### src/rtl/control_multiciclo.sv
// Multicycle RISC-V control unit: Moore FSM sequencing fetch/decode/execute,
// with combinational ALU and immediate decoders and PC-write gating.
module control_multiciclo (
    input  logic       clk,
    input  logic       rst_n,
    input  logic [6:0] op,
    input  logic [2:0] funct3,
    input  logic       funct7b5,
    input  logic       zero,
    output logic       PCWrite,
    output logic       IRWrite,
    output logic       MemW,
    output logic       RegW,
    output logic       AdrSrc,
    output logic [1:0] ResultSrc,
    output logic [1:0] ALUSrcA,
    output logic [1:0] ALUSrcB,
    output logic [1:0] ImmSrc,
    output logic [2:0] ALUControl,
    output logic [3:0] state
);

    typedef enum logic [3:0] {
        S_FETCH    = 4'd0,
        S_DECODE   = 4'd1,
        S_MEMADR   = 4'd2,
        S_MEMREAD  = 4'd3,
        S_MEMWB    = 4'd4,
        S_MEMWRITE = 4'd5,
        S_EXECUTER = 4'd6,
        S_ALUWB    = 4'd7,
        S_EXECUTEI = 4'd8,
        S_JAL      = 4'd9,
        S_BEQ      = 4'd10
    } state_t;

    localparam logic [6:0] OP_LW   = 7'b0000011;
    localparam logic [6:0] OP_SW   = 7'b0100011;
    localparam logic [6:0] OP_RTYP = 7'b0110011;
    localparam logic [6:0] OP_ITYP = 7'b0010011;
    localparam logic [6:0] OP_JAL  = 7'b1101111;
    localparam logic [6:0] OP_BEQ  = 7'b1100011;

    state_t state_reg;
    state_t state_next;

    // Moore control values before reset gating
    logic       pc_update;
    logic       branch;
    logic [1:0] alu_op;
    logic       ir_write_m;
    logic       mem_w_m;
    logic       reg_w_m;
    logic       adr_src_m;
    logic [1:0] result_src_m;
    logic [1:0] alu_src_a_m;
    logic [1:0] alu_src_b_m;
    logic [2:0] alu_control_m;

    always_ff @(posedge clk) begin
        if (!rst_n) begin
            state_reg <= S_FETCH;
        end else begin
            state_reg <= state_next;
        end
    end

    // op is only consulted in DECODE and MEMADR
    always_comb begin
        state_next = S_FETCH;
        case (state_reg)
            S_FETCH:    state_next = S_DECODE;
            S_DECODE: begin
                case (op)
                    OP_LW, OP_SW: state_next = S_MEMADR;
                    OP_RTYP:      state_next = S_EXECUTER;
                    OP_ITYP:      state_next = S_EXECUTEI;
                    OP_JAL:       state_next = S_JAL;
                    OP_BEQ:       state_next = S_BEQ;
                    default:      state_next = S_FETCH;
                endcase
            end
            S_MEMADR:   state_next = (op == OP_LW) ? S_MEMREAD : S_MEMWRITE;
            S_MEMREAD:  state_next = S_MEMWB;
            S_MEMWB:    state_next = S_FETCH;
            S_MEMWRITE: state_next = S_FETCH;
            S_EXECUTER: state_next = S_ALUWB;
            S_EXECUTEI: state_next = S_ALUWB;
            S_JAL:      state_next = S_ALUWB;
            S_ALUWB:    state_next = S_FETCH;
            S_BEQ:      state_next = S_FETCH;
            default:    state_next = S_FETCH;
        endcase
    end

    always_comb begin
        pc_update    = 1'b0;
        branch       = 1'b0;
        alu_op       = 2'b00;
        ir_write_m   = 1'b0;
        mem_w_m      = 1'b0;
        reg_w_m      = 1'b0;
        adr_src_m    = 1'b0;
        result_src_m = 2'b00;
        alu_src_a_m  = 2'b00;
        alu_src_b_m  = 2'b00;
        case (state_reg)
            S_FETCH: begin
                ir_write_m   = 1'b1;
                pc_update    = 1'b1;
                alu_src_b_m  = 2'b10;
                result_src_m = 2'b10;
            end
            S_DECODE: begin
                alu_src_a_m = 2'b01;
                alu_src_b_m = 2'b01;
            end
            S_MEMADR: begin
                alu_src_a_m = 2'b10;
                alu_src_b_m = 2'b01;
            end
            S_MEMREAD:  adr_src_m = 1'b1;
            S_MEMWB: begin
                result_src_m = 2'b01;
                reg_w_m      = 1'b1;
            end
            S_MEMWRITE: begin
                adr_src_m = 1'b1;
                mem_w_m   = 1'b1;
            end
            S_EXECUTER: begin
                alu_src_a_m = 2'b10;
                alu_op      = 2'b10;
            end
            S_EXECUTEI: begin
                alu_src_a_m = 2'b10;
                alu_src_b_m = 2'b01;
                alu_op      = 2'b10;
            end
            S_ALUWB:    reg_w_m = 1'b1;
            S_JAL: begin
                alu_src_a_m = 2'b01;
                alu_src_b_m = 2'b10;
                pc_update   = 1'b1;
            end
            S_BEQ: begin
                alu_src_a_m = 2'b10;
                alu_op      = 2'b01;
                branch      = 1'b1;
            end
            default: ;
        endcase
    end

    always_comb begin
        alu_control_m = 3'b000;
        case (alu_op)
            2'b01: alu_control_m = 3'b001;
            2'b10: begin
                case (funct3)
                    3'b000:  alu_control_m = (op[5] & funct7b5) ? 3'b001 : 3'b000;
                    3'b010:  alu_control_m = 3'b101;
                    3'b110:  alu_control_m = 3'b011;
                    3'b111:  alu_control_m = 3'b010;
                    default: alu_control_m = 3'b000;
                endcase
            end
            default: alu_control_m = 3'b000;
        endcase
    end

    always_comb begin
        case (op)
            OP_SW:   ImmSrc = 2'b01;
            OP_BEQ:  ImmSrc = 2'b10;
            OP_JAL:  ImmSrc = 2'b11;
            default: ImmSrc = 2'b00;
        endcase
    end

    // While reset is held the outputs look like FETCH with every write enable off
    always_comb begin
        if (!rst_n) begin
            PCWrite    = 1'b0;
            IRWrite    = 1'b0;
            MemW       = 1'b0;
            RegW       = 1'b0;
            AdrSrc     = 1'b0;
            ResultSrc  = 2'b10;
            ALUSrcA    = 2'b00;
            ALUSrcB    = 2'b10;
            ALUControl = 3'b000;
            state      = S_FETCH;
        end else begin
            PCWrite    = pc_update | (branch & zero);
            IRWrite    = ir_write_m;
            MemW       = mem_w_m;
            RegW       = reg_w_m;
            AdrSrc     = adr_src_m;
            ResultSrc  = result_src_m;
            ALUSrcA    = alu_src_a_m;
            ALUSrcB    = alu_src_b_m;
            ALUControl = alu_control_m;
            state      = state_reg;
        end
    end

endmodule

### config.mk
export PLATFORM = sky130hd
export DESIGN_NAME = control_multiciclo
export DESIGN_NICKNAME = d
export VERILOG_FILES = /design/src/rtl/control_multiciclo.sv
export SDC_FILE = /design/constraint.sdc
export NUM_CORES = 1
export LEC_CHECK = 0
export CORE_MARGIN = 2
export CORE_UTILIZATION = 42
export DETAILED_ROUTE_END_ITERATION = 7
export GPL_ROUTABILITY_DRIVEN = 0
export PLACE_DENSITY = 0.84
export SETUP_SLACK_MARGIN = 0.15
export SYNTH_ARGS = -nofsm -noshare
export SYNTH_HDL_FRONTEND = slang
export SYNTH_SLANG_ARGS = --single-unit
### constraint.sdc
create_clock -name clk -period 3.2 [get_ports clk]
set_input_delay 0.64 -clock clk [delete_from_list [all_inputs] [get_ports clk]]
set_output_delay 0.64 -clock clk [all_outputs]
set_load 0.005 [all_outputs]
==> metrics <==
outcome complete, no violations; CP cell instances clkdlybuf4s50_1, and3b_1, o21ai_1, a211oi_1, clkdlybuf4s50_1; critical path arrival 2.30 ns; CTS root buf clkbuf_4; Static Leakage 0.374 nW; Pwr Total 0.190 mW; Clock power frac 34.7%; H-Tree Depth 1; footprint of the multi-input gates 522 sq um; Remaining Overflow, GRT 0; initial antenna violation count 0; core area 0.00149 sq mm; hold_buf cts 0; Worst setup SP type input port; Combinational Power Share 37.1%; pin count of the biggest net entering global routing 17; top cell family by delay on the critical path buffers and inverters; die area 0.00191 sq mm; post-layout util 69.3%; Register Area 81.3 sq um; diode count 0; CP Max Fanout 9; first-pass GRT wire length 2.94 mm; EDFF count, synth 0; Worst setup EP type primary output; Peak Freq 340 MHz; router iterations before antenna repair 4; critical path's largest stage delay 0.62 ns; Psw 0.0564 mW; Residual DRC 0; Fin Setup TNS 0 ns; Area Overhead vs Synth 55.7%; standard-cell row count 14; #FFs+latches synth 4; # fillers 123; slowest CP cell clkdlybuf4s50_1; DIE HEIGHT 43.7 um; RSZ-0062 raised after global routing no; routed len/inst 12.2 um; cell accounting for the most synthesized area dfxtp_1; nets 148; IO buf count 33; synth top area cells dfxtp_1 12%, nor2b_1 7.5%, nand2_1 6.8%, nor2_1 5.7%, inv_1 4.0%; io pins 34; buffer and inverter count on the worst path 2; max reg flops 4; Primary FF master, synth dfxtp_1; Worst EP required 2.56 ns; initial core utilization 44.5%; Fin. Hold Viols 0; syn_area_per_cell 6.84 sq um; vias in the first global route 765; Post-Syn Instances 97; post-detail-place hpwl 1.37 mm; post-route ant nets 0; yosys warns 0; vias per inst 5.68; worst clock skew 0.00200 ns; Pwr Density 184 mW/mm^2; Hold Path Class flip-flop to flip-flop; CP dominant cell by count clkdlybuf4s50_1; Sequential Power Share 28.2%; total track usage 20.1%; fin. max-slew vios 0; via count 829; Clock Sinks 4; post-synthesis cell area 663 sq um; Slew @ Worst Pin 0.353 ns; Crit Path Class input port to primary output; Max rail drop VDD 0.118 mV; fin crit period 2.94 ns; CTS clock-pin slew for the worst setup and hold paths 0.04 ns; Post-synth ARST share 0%; Max Cap Violations 0; most frequent cells after synthesis 12 x nand2_1, 10 x nor2_1, 8 x nor2b_1; Synth Net Count 113; most frequent cell after synthesis nand2_1; Distinct cells, synth 38; share of post-route cells with drive strength above 1 10.0%; sequential area share after synthesis 12.1%; Yosys top cell area share 12.1%; Clk Latency, worst-skew pair 0.24 ns; Die X 43.7 um; clock buffer depth 2; Cell Int Power 0.134 mW; final setup fails 0; Relative slew margins 75.8%; Net Sw Frac 29.7%; CTS tree built; Final Routed Wirelength 1.79 mm; DR iter-0 viols 18; total CTS buffers 3; fin crit share 92.0%
## worst reg2reg max path: cells and delay by family (launching register included)
kind	cells	cell delay, ns
AO/OA/AOI/OAI	2	0.32
AND/OR/NAND/NOR	1	0.47
flip-flops	1	0.34
buffers and inverters	1	0.21
## area by class of cell
| cell class | count | area share (%) |
|---|---|---|
| multi-input combinational | 79 | 50.5 |
| inverter | 7 | 2.55 |
| tap | 16 | 1.94 |
| timing repair buffer | 37 | 34.9 |
| clock buffer | 3 | 2.18 |
| sequential | 4 | 7.88 |
## power by group through the flow
stage	clock, mW	combinational, mW	sequential (mW)
6_report	0.0659	0.0705	0.0535
5_1_grt	0.0688	0.0766	0.0538
2_1_floorplan	0	0.0352	0.0530
3_3_place_gp	0	0.0690	0.0541
4_1_cts	0.0677	0.0703	0.0534
3_5_place_dp	0	0.0701	0.0541
## repair_timing
item,4_1_cts,5_1_grt
endpoints found under the setup margin,0,2
buffers inserted,0,0
resized for setup,0,4
## per-stage QoR
step	worst slack, ns	std cells	hold slack [ns]	area [sq um]
CTS	0.164	146	0.657	1020
global route	0.152	146	0.696	1030
finish	0.256	146	0.670	1030
global placement	0.277	143	0.634	998
floorplan	1.02	97	0.553	663
detailed placement	0.262	143	0.651	998
## per-layer routing
layer	routed length, um	vias up	global-route usage, %
met4	59	0	13.9
li1	-	419	-
met5	0	-	0
met3	115	7	2.08
met1	803	367	24.8
met2	809	36	32.4
## layout by cell type (no fill, tap or decap), types with 2 or more instances in the layout
master,synthesis,final
a21oi_1,2,2
nand3_1,4,4
xnor2_1,3,3
inv_1,7,7
ha_1,2,2
dfxtp_1,4,3
clkbuf_4,0,3
nor2_1,10,9
o41ai_1,2,2
buf_4,0,4
clkdlybuf4s50_1,0,33
and2_1,2,2
o311a_1,2,2
nor2b_1,8,7
nand2_1,12,12
o21ai_1,2,2
and3b_1,2,2
nor4_1,2,2
nor3_1,4,4
o21ai_0,4,4
## path summary, 6_finish.rpt
kind / from / end / slack [ns] / cells after the start
worst max register to register: state_reg[0] / state_reg[2] / 1.73 / 4
worst max-delay path: op[5] / ALUControl[0] / 0.26 / 5
worst min-delay path: state_reg[1] / state_reg[0] / 0.67 / 3
worst min register to register: state_reg[1] / state_reg[0] / 0.67 / 3
## cell families after synthesis
kind of cell	after synthesis	share of synthesized area (%)
and+or+nand+nor	53	45.7
AOI/OAI and AO/OA	21	23.8
buffers and inverters	14	10.8
DFF	4	12.1
xor gates and xnor gates	3	3.96
adders and majority gates	2	3.77
Note: power is estimated with default switching activity, not from simulation.
